$ cat config.mk
export PLATFORM = sky130hd
export DESIGN_NAME = instr_sequencer
export DESIGN_NICKNAME = d
export VERILOG_FILES = /design/src/rtl/instr_sequencer.sv
export SDC_FILE = /design/constraint.sdc
export NUM_CORES = 1
export LEC_CHECK = 0
export ABC_AREA = 0
export CORE_MARGIN = 4
export CORE_UTILIZATION = 50
export CTS_CLUSTER_DIAMETER = 60
export DETAILED_ROUTE_END_ITERATION = 7
export PLACE_DENSITY = 0.95
export SYNTH_ARGS = -nofsm -noshare
export SYNTH_HDL_FRONTEND = slang
export SYNTH_SLANG_ARGS = --single-unit
$ cat constraint.sdc
create_clock -name clk -period 3.4 [get_ports clk]
set_input_delay 1.02 -clock clk [delete_from_list [all_inputs] [get_ports clk]]
set_output_delay 1.02 -clock clk [all_outputs]
set_load 0.005 [all_outputs]
$ cat src/rtl/instr_sequencer.sv
// instr_sequencer: fetch/issue sequencer driving the datapath control FSM via s/w handshake.
// Optional SINGLE_STEP_EN adds a step input and a PAUSE state after each retired instruction.
module instr_sequencer #(
   parameter int ADDR_W = 8,
   parameter int INSTR_W = 16,
   parameter logic [2:0] HALT_OPCODE = 3'b111
) (
   input  logic               clk,
   input  logic               reset,
   input  logic               run,
   input  logic [INSTR_W-1:0] mem_data,
   input  logic               w,
`ifdef SINGLE_STEP_EN
   input  logic               step,
`endif
   output logic [ADDR_W-1:0]  mem_addr,
   output logic               mem_rd,
   output logic [INSTR_W-1:0] ir,
   output logic               s,
   output logic               busy,
   output logic               done,
   output logic [15:0]        instr_count
);
   localparam logic [2:0] IDLE   = 3'd0;
   localparam logic [2:0] FETCH  = 3'd1;
   localparam logic [2:0] LOAD   = 3'd2;
   localparam logic [2:0] ISSUE  = 3'd3;
   localparam logic [2:0] EXEC   = 3'd4;
   localparam logic [2:0] RETIRE = 3'd5;
   localparam logic [2:0] HALTED = 3'd6;
   localparam logic [2:0] PAUSE  = 3'd7;
   logic [2:0] state, nxt;
   logic [ADDR_W-1:0] pc;
   logic restart;
   assign mem_addr = pc;
   assign busy = state != IDLE && state != HALTED;
   assign done = state == HALTED;
   assign restart = (state == IDLE || state == HALTED) && run;
   always_comb begin
      nxt = IDLE;
      case (state)
         IDLE:   nxt = run ? FETCH : IDLE;
         FETCH:  nxt = LOAD;
         LOAD:   nxt = mem_data[INSTR_W-1 -: 3] == HALT_OPCODE ? HALTED : ISSUE;
         ISSUE:  nxt = w ? EXEC : ISSUE;
         // s is high only in the first EXEC cycle, so it doubles as the ignore-w flag
         EXEC:   nxt = !s && w ? RETIRE : EXEC;
`ifdef SINGLE_STEP_EN
         RETIRE: nxt = PAUSE;
         PAUSE:  nxt = step ? FETCH : PAUSE;
`else
         RETIRE: nxt = FETCH;
`endif
         HALTED: nxt = run ? FETCH : HALTED;
         default: nxt = IDLE;
      endcase
   end
   always_ff @(posedge clk or posedge reset) begin
      if (reset) begin
         state <= IDLE;
         pc <= '0;
         ir <= '0;
         s <= 1'b0;
         mem_rd <= 1'b0;
         instr_count <= '0;
      end else begin
         state <= nxt;
         mem_rd <= nxt == FETCH;
         s <= state == ISSUE && w;
         if (state == LOAD) ir <= mem_data;
         if (restart) begin
            pc <= '0;
            instr_count <= '0;
         end else if (state == RETIRE) begin
            pc <= pc + ADDR_W'(1);
            instr_count <= instr_count == 16'hFFFF ? instr_count : instr_count + 16'd1;
         end
      end
   end
endmodule

==> results of run 1 <==
-- cells by family after synthesis --
logic type	count (synthesis)	share of synthesized area, %
adder cells (fa/ha/maj)	2	1.18
XOR/XNOR	7	2.89
multiplexers	19	9.92
flip-flops	45	53.2
AND/OR/NAND/NOR	75	19.5
AO/OA/AOI/OAI	31	10.0
buffers and inverters	13	3.31
-- cells in the final DEF (no fill, tap or decap), drive strengths merged, types with 4 or more instances in the layout --
cell type      Yosys  routed
xnor2              4       4
nand4             11      11
or4                5       5
o21ai              9       9
dfrtp             45      45
nand3             10      10
and3               4       4
nor2              12      12
inv                5       4
nor3               4       4
o211ai            11      11
nand2             17      17
clkbuf             1       8
mux2              16      16
clkdlybuf4s50      0      63
-- final cells by class --
cell class | instances | area (sq um)
Timing Repair Buffer | 65 | 646
Fill cell | 289 | 1200
Tap cell | 50 | 62.6
Multi-Input combinational cell | 134 | 922
Sequential cell | 45 | 1130
Inverter | 5 | 18.8
Clock buffer | 8 | 80.1
-- worst max path at each step --
stage,start,endpoint,slack (ps)
4_1_cts,state[2],busy,530
6_report,state[2],busy,530
3_5_place_dp,run,instr_count[13],410
3_3_place_gp,run,instr_count[13],490
2_1_floorplan,run,instr_count[2],1280
5_1_grt,state[2],busy,460
-- state kept, by name, summed over array words and instances, names as in the netlist --
| signal | cells |
|---|---|
| mem_rd | 1 |
| instr_count | 16 |
| mem_addr | 8 |
| state | 3 |
| s | 1 |
| ir | 16 |
-- layer usage --
| layer | GRT usage [%] | routed length, microns | vias up |
|---|---|---|---|
| met2 | 32.9 | 2610 | 51 |
| met4 | 8.81 | 122 | 0 |
| met1 | 24.8 | 2000 | 877 |
| met3 | 5.65 | 265 | 11 |
| li1 | - | - | 836 |
| met5 | 0 | 0 | - |
-- cells in the mapped netlist (2+ instances only) --
master and instances:
buf_6 2, dfrtp_1 45, ha_1 2, a21oi_1 3, and3b_1 2, o311ai_0 2, or3_1 3, xnor2_1 4
nor2_2 2, o211ai_1 11, nor2b_1 3, nand2_1 17, or4_1 4, o21ai_0 8, mux2_2 16, xor2_1 3
nand3_1 10, buf_2 5, inv_1 5, nand4_1 11, mux2i_1 3, and3_1 4, nor3_1 4, nor2_1 10
-- power groups by stage --
stage	Clock [mW]	Combinational, mW	Sequential [mW]
floorplan	0	0.384	0.779
global placement	0	0.682	0.801
detailed placement	0	0.702	0.817
CTS	0.319	0.706	0.809
global route	0.341	0.752	0.832
finish	0.313	0.696	0.808
==> flow_metrics.tcl, run 1 <==
set metrics [dict create \
    status "complete, no violations" \
    dpl-instance-area_sq_mm 0.00278 \
    crit_chain "nor2b_1 -> or3_1 -> clkdlybuf4s50_1" \
    grt_antenna_before_repair 0 \
    hold_path_startpoint "ir[0]" \
    cts.repair.resized 0 \
    drive_above_1_share_pct 10.5 \
    min_path_cells 1 \
    clock_latency_ps 290 \
    grt.total_usage_pct 20.1 \
    place_ws_ps 405 \
    die_w_microns 73.1 \
    cts-root-buf "clkbuf_8" \
    final_cells 307 \
    netlist_area_sq_mm 0.00212 \
    fin_crit_sh_pct 84.5 \
    clock_power_share_pct 17.2 \
    rr_startpoint "instr_count[0]" \
    rows 23 \
    r2r_slack_ps 1380 \
    rsz0062_at_grt "false" \
    path_clk_slew_ps 80 \
    crit_slowest_cell "dfrtp_1" \
    nets 278 \
    setup_ws_ps 527 \
    worstHoldEndpoint "ir[0]" \
    skew_ps 3.32 \
    place.gp.congestion 0.865 \
    p_total_mw 1.82 \
    wire_per_inst_microns 16.3 \
    hold_viol_final 0 \
    start_kind "register" \
    p_int_mw 1.26 \
    num_io_pins 64 \
    max-vdd-ir-drop_mv 0.573 \
    fp.dieH_microns 73.1 \
    p_comb_share_pct 38.3 \
    syn-num-nets 214 \
    worst_ep_arrival_time_ps 1850 \
    postRouteAntennaNets 0 \
    max_slew_margin_pct 46.5 \
    syn2layout_area_growth_pct 34.8 \
    tritoncts "built" \
    ys_warn_count 0 \
    diodes 0 \
    hpwl_mm 3.64 \
    synth_top_area_share_pct 53.2 \
    dr.pass1.iters 4 \
    p_per_area_mw_per_mm2 636 \
    tightest_slew_ps 795 \
    crit_fanout 9 \
    switching_share_pct 30.7 \
    initial_core_util_pct 52.2 \
    avgViaCountPerCell 5.78 \
    fmax_mhz 348 \
    htree_num_levels 2 \
    whs_ps 510 \
    setup_viol 0 \
    final_util_pct 70.4 \
    cts_buffer_depth 2 \
    yosysUniqueCellTypes 37 \
    leakagePower_nw 1.16 \
    fin_crit_ps 2870 \
    cts_num_sinks 45 \
    synth.area.top_cells "dfrtp_1, mux2_2, o211ai_1" \
    design_area_sq_mm 0.00286 \
    syn_avg_cell_area_sq_um 11.0 \
    grt_max_degree 46 \
    seq_power_share_pct 44.5 \
    critical_path.top_delay_family "simple AND/OR/NAND/NOR gates" \
    yosys_register_bits 45 \
    critical_path_required_ps 2380 \
    core_area_sq_mm 0.00406 \
    hold_buffers 0 \
    synth_top_area_cell "dfrtp_1" \
    crit_path_end_kind "primary output" \
    worstSetupPathDepth 3 \
    grt_pass1_vias 1735 \
    cts_setup_buffers 0 \
    synth_seq_area_share_pct 53.2 \
    grt_pass1_wl_mm 8.09 \
    port_buffers 63 \
    placed_cells 299 \
    die_area_sq_mm 0.00534 \
    synth_edf_count 0 \
    slowest_delay_ps 480 \
    reg2reg_to "instr_count[5]" \
    grt_overflow 0 \
    power_switching_mw 0.558 \
    synth-main-ff-cell "dfrtp_1" \
    ys_async_sr_fraction_pct 100 \
    rr_worst_depth 6 \
    setup_tns_ps 0 \
    crit_type "register to primary output" \
    maxCapViolations 0 \
    dr_total_vias 1775 \
    post-route-drc-count 0 \
    maxSlewViolCount 0 \
    first_iter_violations 136 \
    cts_made_buffers 5 \
    syn_inst 192 \
    hold_class "register to register" \
    drt-total-wl_mm 5.00 \
    path_buf_inv 1 \
]
Power figures use the tool's default switching activity.
==> run 2, diff against run 1 <==
--- a/config.mk
+++ b/config.mk
@@ -7,10 +7,10 @@
 export LEC_CHECK = 0
 export ABC_AREA = 0
 export CORE_MARGIN = 4
-export CORE_UTILIZATION = 50
+export CORE_UTILIZATION = 42
 export CTS_CLUSTER_DIAMETER = 60
 export DETAILED_ROUTE_END_ITERATION = 7
-export PLACE_DENSITY = 0.95
+export PLACE_DENSITY = 0.88
 export SYNTH_ARGS = -nofsm -noshare
 export SYNTH_HDL_FRONTEND = slang
 export SYNTH_SLANG_ARGS = --single-unit
==> constraint.sdc (replaced) <==
create_clock -name clk -period 2.4 [get_ports clk]
set_input_delay 0.72 -clock clk [delete_from_list [all_inputs] [get_ports clk]]
set_output_delay 0.72 -clock clk [all_outputs]
set_load 0.005 [all_outputs]
==> run 2 against run 1 <==
Net effect:
- worst setup slack worse by 420 ps
- register-to-register slack got worse by 860 ps
- clock skew grew 4.6 ps
- global-route usage down 3.8 points
- power is 52% higher
- sequential share of layout area is 1.7 points lower
- clock-buffer cell count is 2 lower
- utilization shrank 8.3 points
- clock power grew 88%
==> flow_metrics.tcl, run 2 (synthesized netlist as in run 1, its figures left out) <==
set metrics [dict create \
    initial_core_util_pct 44.0 \
    cts_buffer_depth 2 \
    startpoint "state[2]" \
    htree_num_levels 2 \
    fmax_mhz 436 \
    first_iter_violations 82 \
    hpwl_mm 3.70 \
    drive_above_1_share_pct 14.7 \
    cts_made_buffers 5 \
    die_area_sq_mm 0.00624 \
    rr_worst_depth 5 \
    p_per_area_mw_per_mm2 924 \
    hold_viol_final 0 \
    cts_setup_buffers 0 \
    max_slew_margin_pct 65.1 \
    fin_crit_ps 2290 \
    layout_common_cells "clkdlybuf4s50_1, dfrtp_1, nand2_1" \
    num_io_pins 64 \
    grt_antenna_before_repair 0 \
    cts_num_sinks 45 \
    status "complete, no violations" \
    crit_path_end_kind "primary output" \
    final_util_pct 62.1 \
    fill_cells 411 \
    nets 286 \
    max-vdd-ir-drop_mv 0.568 \
    grt_pass1_vias 1732 \
    hold_class "register to register" \
    tritoncts "built" \
    avgViaCountPerCell 5.36 \
    maxSlewViolCount 0 \
    start_kind "register" \
    rsz0062_at_grt "false" \
    tightest_slew_ps 521 \
    setup_viol 0 \
    maxCapViolations 0 \
    dr_total_vias 1779 \
    fin_crit_sh_pct 95.6 \
    reg2reg_to "instr_count[14]" \
    critical_path_required_ps 1680 \
    hold_buffers 0 \
    syn2layout_area_growth_pct 41.1 \
    final_common_cell "clkdlybuf4s50_1" \
    grt_max_degree 33 \
    grt.total_usage_pct 16.3 \
    hold_path_startpoint "ir[1]" \
    skew_ps 7.95 \
    crit_type "register to primary output" \
    worst_ep_arrival_time_ps 1570 \
    cts.repair.resized 2 \
    drt-total-wl_mm 4.84 \
    rows 25 \
    rr_startpoint "state[1]" \
    clock_latency_ps 290 \
    diodes 0 \
    crit_fanout 4 \
    path_clk_slew_ps 80 \
    fp.dieH_microns 79.0 \
    die_w_microns 79.0 \
    setup_tns_ps 0 \
    setup.worst_path.end "busy" \
    min_path_cells 1 \
    port_buffers 63 \
    core_area_sq_mm 0.00482 \
    r2r_slack_ps 520 \
    design_area_sq_mm 0.00299 \
    place.gp.congestion 0.888 \
    grt_overflow 0 \
    wire_per_inst_microns 14.6 \
    post-route-drc-count 0 \
    postRouteAntennaNets 0 \
    leakagePower_nw 1.22 \
    dpl-instance-area_sq_mm 0.00287 \
    dr.pass1.iters 4 \
    cts-root-buf "clkbuf_8" \
    grt_pass1_wl_mm 8.10 \
]
run 2: changes by cell type in the layout (fill, tap and decap cells not counted), sizes merged:
cell / before / now
clkbuf: 8 / 6
buf: 2 / 10
bufinv: 0 / 1
clkdlybuf4s50: 63 / 62
clkinvlp: 0 / 1
dlygate4sd2: 0 / 1
run 2: worst max-delay path: stages, from the launching register on:
cell,delay [ps]
dfrtp_2,450
nor2b_1,150
or3_1,400
dlygate4sd2_1,290
run 2: per-layer routing:
metal,up-vias,part of all wire (%),GRT usage [%]
met1,864,43,21.1
met2,57,50,26.8
met5,-,0,0
li1,852,-,-
met3,6,5.5,4.20
met4,0,0.83,4.98
run 2: worst min-delay path by stage:
stage	end	slack [ps]
floorplan	ir[0]	510
global placement	ir[2]	490
detailed placement	ir[1]	500
CTS	ir[9]	510
global route	ir[9]	530
finish	ir[1]	510
run 2: power breakdown:
group	total, mW	switching (mW)	leakage [nW]	internal (mW)
clock	0.588	0.250	0.0574	0.338
sequential	1.10	0.132	0.583	0.963
combinational	1.08	0.420	0.584	0.658
total	2.76	0.802	1.22	1.96
run 2: through the flow:
| step | cells | hold slack, ps | power (mW) | setup WS [ps] |
|---|---|---|---|---|
| 2_1_floorplan | 192 | 505 | 1.65 | 578 |
| 3_3_place_gp | 324 | 489 | 2.17 | 21.4 |
| 3_5_place_dp | 324 | 495 | 2.21 | -43.1 |
| 4_1_cts | 332 | 513 | 2.79 | 84.8 |
| 5_1_grt | 332 | 530 | 2.95 | 35.8 |
| 6_report | 332 | 510 | 2.76 | 105 |
run 2: final cells by class:
cell class              count  area, sq um  area share (%)
flip-flops and latches     45         1130            37.7
repair buffers             73          717            24.0
inverters                   5         18.8           0.628
well taps                  67         83.8            2.80
clock buffers               6         82.6            2.76
multi-input cells         134          922            30.8
clock inverters             2         37.5            1.26
